## src/rtl/uart_rx.sv

```systemverilog
// UART 8N1 receiver: oversamples the rx line, samples each bit at mid-bit,
// and holds the last good byte in a one-entry buffer with valid/ack handshake.
module uart_rx #(
    parameter int CLK_FREQ  = 50_000_000,
    parameter int BAUD_RATE = 115200
) (
    input  logic       clk,
    input  logic       reset,
    input  logic       rx_en,
    input  logic       rx,
    input  logic       data_ack,
    output logic [7:0] data,
    output logic       data_valid,
    output logic       end_flag,
    output logic       frame_err,
    output logic       overrun,
    output logic       busy_flag
);

    localparam int CLK_COUNT_BIT  = CLK_FREQ / BAUD_RATE;
    localparam int CLK_COUNT_HALF = CLK_COUNT_BIT / 2;
    localparam logic [31:0] BIT_LIMIT  = 32'(CLK_COUNT_BIT - 1);
    localparam logic [31:0] HALF_LIMIT = 32'(CLK_COUNT_HALF - 1);

    typedef enum logic [1:0] {
        IDLE  = 2'd0,
        START = 2'd1,
        DATA  = 2'd2,
        STOP  = 2'd3
    } state_t;

    state_t      state;
    logic        rx_meta;
    logic        rx_s;
    logic [31:0] clk_count;
    logic [2:0]  bit_count;
    logic [7:0]  shift_reg;

    // Two-stage synchronizer; both stages reset to the idle-high line level.
    always_ff @(posedge clk) begin
        if (reset) begin
            rx_meta <= 1'b1;
            rx_s    <= 1'b1;
        end else begin
            rx_meta <= rx;
            rx_s    <= rx_meta;
        end
    end

    always_ff @(posedge clk) begin
        if (reset) begin
            state      <= IDLE;
            clk_count  <= 32'd0;
            bit_count  <= 3'd0;
            shift_reg  <= 8'h00;
            data       <= 8'h00;
            data_valid <= 1'b0;
            end_flag   <= 1'b0;
            frame_err  <= 1'b0;
            overrun    <= 1'b0;
            busy_flag  <= 1'b0;
        end else begin
            end_flag <= 1'b0;

            // Consumer read; a good byte completing this same cycle overrides below.
            if (data_ack && data_valid) begin
                data_valid <= 1'b0;
                overrun    <= 1'b0;
            end

            case (state)
                IDLE: begin
                    clk_count <= 32'd0;
                    bit_count <= 3'd0;
                    if (rx_en && !rx_s) begin
                        state     <= START;
                        busy_flag <= 1'b1;
                    end
                end

                START: begin
                    if (clk_count == HALF_LIMIT) begin
                        clk_count <= 32'd0;
                        if (rx_s) begin
                            state     <= IDLE;
                            busy_flag <= 1'b0;
                        end else begin
                            state <= DATA;
                        end
                    end else begin
                        clk_count <= clk_count + 32'd1;
                    end
                end

                DATA: begin
                    if (clk_count == BIT_LIMIT) begin
                        clk_count            <= 32'd0;
                        shift_reg[bit_count] <= rx_s;
                        bit_count            <= bit_count + 3'd1;
                        if (bit_count == 3'd7) begin
                            state <= STOP;
                        end
                    end else begin
                        clk_count <= clk_count + 32'd1;
                    end
                end

                STOP: begin
                    // Leave at mid stop bit so a back-to-back start edge is seen.
                    if (clk_count == BIT_LIMIT) begin
                        clk_count <= 32'd0;
                        state     <= IDLE;
                        busy_flag <= 1'b0;
                        if (rx_s) begin
                            data       <= shift_reg;
                            data_valid <= 1'b1;
                            end_flag   <= 1'b1;
                            frame_err  <= 1'b0;
                            if (data_valid && !data_ack) begin
                                overrun <= 1'b1;
                            end
                        end else begin
                            frame_err <= 1'b1;
                        end
                    end else begin
                        clk_count <= clk_count + 32'd1;
                    end
                end

                default: begin
                    state     <= IDLE;
                    busy_flag <= 1'b0;
                end
            endcase
        end
    end

endmodule

```

## config.mk

```make
export PLATFORM = sky130hd
export DESIGN_NAME = uart_rx
export DESIGN_NICKNAME = d
export VERILOG_FILES = /design/src/rtl/uart_rx.sv
export SDC_FILE = /design/constraint.sdc
export NUM_CORES = 1
export LEC_CHECK = 0
export BUFFER_PORTS_ARGS = -buffer_cell sky130_fd_sc_hd__clkbuf_2
export CAP_MARGIN = 10
export CELL_PAD_IN_SITES_DETAIL_PLACEMENT = 1
export CELL_PAD_IN_SITES_GLOBAL_PLACEMENT = 2
export CORE_ASPECT_RATIO = 0.9
export CORE_UTILIZATION = 37
export DETAILED_ROUTE_END_ITERATION = 12
export PLACE_DENSITY_LB_ADDON = 0.25
export SLEW_MARGIN = 20
export SYNTH_ARGS = -nofsm -noshare
export SYNTH_HDL_FRONTEND = slang
export SYNTH_SLANG_ARGS = --single-unit
```

## constraint.sdc

```tcl
create_clock -name clk -period 2 [get_ports clk]
set_input_delay 0.3 -clock clk [delete_from_list [all_inputs] [get_ports clk]]
set_output_delay 0.3 -clock clk [all_outputs]
set_load 0.005 [all_outputs]
```

## Yosys cells after proc, flatten, opt, wreduce, memory -nomap -nowiden

Index checks and enable logic that the tools add are counted.

| storage, ports and cells | value |
|---|---|
| register bits after elaboration | 60 |
| word-level logic and storage cells | 78 |
| latch bits | 0 |
| bits in read-only memories | 0 |
| RAM bits | 0 |
| memories | 0 |
| output and inout port bits | 13 |

| cells by class | value |
|---|---|
| div/mod/pow operators | 0 |
| $lt $le $gt $ge | 2 |
| shifts and indexed selects | 0 |
| equality and inequality tests | 12 |
| bitwise gates (word level) | 2 |
| $mul | 0 |
| add/sub/neg operators | 2 |
| mux-type cells | 31 |
| reduce and logical (&&, ||, !) cells | 17 |

Operator list:

| operator | count |
|---|---|
| case mux 32 bit (3 select lines) | 1 |
| 2-to-1 mux 32 bit | 2 |
| adder 32 x 1 -> 32 bit, second input constant | 1 |
| equality test 32 x 8 -> 1 bit, second input constant | 1 |
| equality test 32 x 9 -> 1 bit, second input constant | 1 |
| 2-to-1 mux 1 bit | 16 |
| 2-to-1 mux 2 bit | 6 |
| inequality test 2 bit, second input constant | 6 |
| AND reduction 5 bit | 2 |
| bitwise mux 8 bit | 1 |
| case mux 2 bit (4 select lines) | 1 |
| case mux 3 bit (2 select lines) | 1 |
| AND reduction 2 bit | 3 |
| equality test 2 bit, second input constant | 2 |
| logical AND 1 bit | 4 |
| < comparator 3 x 4 -> 1 bit, second input constant | 1 |
| adder 3 x 1 -> 3 bit, second input constant | 1 |
| demux 1 bit (select 3 bit) | 1 |
| equality test 3 bit, second input constant | 1 |
| greater-or-equal comparator 3 x 1 -> 1 bit, second input constant | 1 |
| 2-to-1 mux 3 bit | 1 |
| case mux 1 bit (3 select lines) | 1 |
| AND reduction 3 bit | 1 |
| nonzero test 3 bit | 1 |
| 7 further kinds | 9 |

## Logic depth before layout (Yosys ltp)

| logic depth | value |
|---|---|
| depth in word-level cells | 6 |
| depth in mapped cells | 9 |
| gate-level depth less buffers | 7 |

## Worst setup path after synthesis

No wires, ideal clock.

| timing path | value |
|---|---|
| kind | register -> register |
| start point | register clk_count[0] |
| end point | register bit_count[1] |
| stages on the path, launching flop included | 8 |
| slack | 0.258 ns |
| period minus slack after synthesis | 1.742 ns |
| data arrival time | 1.672 ns |
| buffers on the path | 1 |
| cell sequence | dfxtp_1 -> ha_1 -> nand4b_1 -> nor3_1 -> nor3b_2 -> buf_6 -> mux2_2 -> a21oi_1 |

| on the way | value |
|---|---|
| cells in the longest elaborated chain, start to end | 3 |

Ends and longest elaborated chain:

| what | RTL line | source |
|---|---|---|
| start, declared | 35 | `logic [31:0] clk_count;` |
| start signal, assigned | 91 | `clk_count <= clk_count + 32'd1;` |
| start signal, assigned | 104 | `clk_count <= clk_count + 32'd1;` |
| start signal, assigned | 126 | `clk_count <= clk_count + 32'd1;` |
| equality test 32 x 9 -> 1 bit | 96 | `if (clk_count == BIT_LIMIT) begin` |
| inequality test 2 bit (no source line) | n/a |  |
| AND reduction 2 bit (no source line) | n/a |  |
| end signal, assigned | 99 | `bit_count <= bit_count + 3'd1;` |
| end, declared | 36 | `logic [2:0] bit_count;` |

No other way between the ends.
A chain may end at the register's enable or synchronous reset.

## Worst setup path in the final report

Same ends and word-level chain as after synthesis.

==> summary.txt <==
Clock Path Buffers = 2
Hold_ws = 0.155 ns
Post-synth EDFFs = 0
Least-Margin Pin Slew = 0.525 ns
Synth Area in XOR/XNOR = 9.41%
Total Neg Setup Slack = 0 ns
Yosys cell types = 42
Worst clock skew = 0.00556 ns
Endpoints failing hold = 0
1st-pass router iterations = 4
Worst r2r src = clk_count[0]
Multiplexer share of the synthesized area = 3.68%
Finish-stage setup viols = 0
RSZ-0062 raised after global routing = no
DRC Markers = 0
Layout cells sized above 1 = 19.9%
Reg2Reg Capture Point = bit_count[1]
Pwr dens = 720 nW/um^2
H-Tree Level Count = 3
GP Congestion = 0.746
IO buf count = 17
Average size of a mapped cell = 9.06 um^2
#FFs+latches synth = 60
Die W = 93.6 um
P_leak = 0.00124 uW
Hold Crit Endpoint = rx_meta
Die area = 7900 um^2
Setup WS pre-CTS = 0.0400 ns
ANT nets after route = 0
Peak VDD IR = 0.292 mV
Max-cap violations = 0
# clock sinks = 60
Slowest-stage cell, CP = dfxtp_1
Number of core rows = 29
Gate Count Post-Synth = 308
Via Count = 2229
Post-synthesis simple-gate area fraction = 30.2%
Worst Hold Depth = 2
Total number of yosys warnings = 0
Adder-cell area share of the yosys netlist = 2.24%
FF-to-FF path depth = 7
Via density = 5.12
Post-synthesis compound-gate area fraction = 7.49%
First-pass GRT wire length = 11.4 mm
Fin area = 3280 um^2
Worst Hold Launch = rx
Number of global-route vias before repair = 2344
Largest family of logic cells by synthesized area = simple AND/OR/NAND/NOR gates
Crit-path max FO = 12
Die Y = 84.4 um
Area after DPL = 3060 um^2
Fin crit share = 91.1%
Worst setup SP type = register
Dpl cells = 419
Final WL = 6.44 mm
Main flop type after synthesis = dfxtp_1
Initial antenna violation count = 0
CTS tree = yes
DR WL/cell = 14.8 um
Cell Area, Synth = 2790 um^2
CP endpoint kind = register
CTS buffer count = 9
Clk slew on worst S/H paths = 0.07 ns
CP Cell Sequence = ha_1, nand4b_1, nor3_2, nor3b_2, buf_6, mux2_2, a21oi_1
I/O pins = 18
Final min period = 1.82 ns
Crit path largest cell delay = 0.39 ns
Diode count = 0
CP delay by family, top = simple AND/OR/NAND/NOR gates
Layout Cells excl Fill = 435
CP arrival = 2.08 ns
Largest net degree at the start of global routing = 20
Commonest non-fill, non-tap cell in the layout = dfxtp_1
Sequential-to-total area share from yosys stat = 43.0%
Buf+Inv Stages, Crit Path = 1
Nets@finish = 347
Most frequent cells in the layout = 60 x dfxtp_1, 47 x nor2_1, 22 x nand2_1
Layout Area Growth over Synthesis = 17.4%
Worst path required time = 2.26 ns
Fmax = 549 MHz
Outcome = completed
Fillcell total = 860
Post-CTS Setup Bufs = 0
GRT Residual Overflow = 0
GRT Resource Usage Total = 18.5%
Starting density of the core = 38.9%
R2r setup slk = 0.18 ns
Worst setup path class = reg -> reg
Root Driver = clkbuf_8
Synth Net Count = 318
Worst slew margin = 64.9%
CORE AREA = 7180 um^2
HP Class = in -> reg
Initial DRC count = 89
Clock Latency Late Sink = 0.33 ns
Ys async rst share = 0%
Max reg flops = 32
Max Slew Vio Count = 0
Post-DP HPWL = 4.54 mm
Final Worst Setup Slack = 0.179 ns
kinds of logic after synthesis:
family,count (synthesis)
AND/OR/NAND/NOR,156
flip-flops,60
XOR/XNOR,30
AO/OA/AOI/OAI,26
buffers and inverters,21
multiplexers,10
adder cells (fa/ha/maj),5
repair_timing:
item | in CTS | in global routing
resized for setup | 0 | 4
hold buffers | 0 | 0
setup endpoints to repair | 0 | 53
cell usage after synthesis, types with 2 or more instances:
| library cell | instances | share of area (%) |
|---|---|---|
| nand3b_1 | 2 | 0.54 |
| xnor2_1 | 11 | 3.5 |
| nand3_1 | 16 | 2.9 |
| a22o_1 | 8 | 2.5 |
| or2_2 | 6 | 1.3 |
| mux2i_1 | 8 | 2.9 |
| and4_1 | 3 | 0.94 |
| dfxtp_1 | 60 | 43 |
| nor4_1 | 5 | 1.1 |
| nor4_4 | 2 | 1.5 |
| and4b_1 | 2 | 0.72 |
| nand2_1 | 22 | 3.0 |
| nand4_1 | 15 | 3.4 |
| a31oi_1 | 2 | 0.45 |
| buf_4 | 3 | 0.81 |
| mux2_2 | 2 | 0.81 |
| buf_2 | 2 | 0.36 |
| nor2b_1 | 5 | 1.1 |
| nor2_1 | 47 | 6.3 |
| xor2_1 | 19 | 6.0 |
| a21oi_2 | 2 | 0.63 |
| inv_1 | 7 | 0.94 |
| and3_1 | 5 | 1.1 |
| ha_1 | 5 | 2.2 |
| nand2b_1 | 13 | 2.9 |
| a21oi_1 | 7 | 1.3 |
| nor3_1 | 8 | 1.4 |
| clkbuf_1 | 7 | 0.94 |
worst max path at each step:
stage / from / endpoint / slack, ns / cells past startpoint
floorplan: clk_count[0] / bit_count[1] / 0.26 / 7
CTS: clk_count[0] / bit_count[1] / 0.01 / 7
global placement: clk_count[0] / bit_count[1] / 0.08 / 7
global route: clk_count[21] / busy_flag / 0.03 / 6
finish: clk_count[0] / bit_count[1] / 0.18 / 7
detailed placement: clk_count[0] / bit_count[1] / 0.04 / 7
power by group:
| group | internal, uW | switching, uW | total, uW |
|---|---|---|---|
| sequential | 1200 | 3.64 | 1200 |
| clock | 640 | 470 | 1110 |
| combinational | 19.9 | 28.2 | 48.1 |
| total | 1860 | 502 | 2360 |
metal layers:
layer  vias up  part of all wire (%)  global-route usage [%]  routed length (um)
met5         -                     0                       0                   0
met4         0                   1.1                    6.29                  71
met2        23                    46                    29.7                2990
met1      1080                    50                    24.6                3210
met3         7                   2.6                    4.17                 169
li1       1119                     -                       -                   -
metrics by stage:
stage / power [uW] / utilization [%]
2_1_floorplan: 1260 / -
3_3_place_gp: 1280 / 42.6
3_5_place_dp: 1280 / 42.6
4_1_cts: 2410 / 45.4
5_1_grt: 2450 / 45.6
6_report: 2360 / 45.6
area by class of cell:
cell class / count / area (um^2) / share of cell area, %
inverter: 7 / 26.3 / 0.802
sequential: 60 / 1200 / 36.7
timing repair buffer: 32 / 239 / 7.29
multi-input combinational: 227 / 1490 / 45.5
tap: 93 / 116 / 3.55
clock buffer: 12 / 155 / 4.73
clock inverter: 4 / 47.5 / 1.45
(Power assumes the default switching activity.)
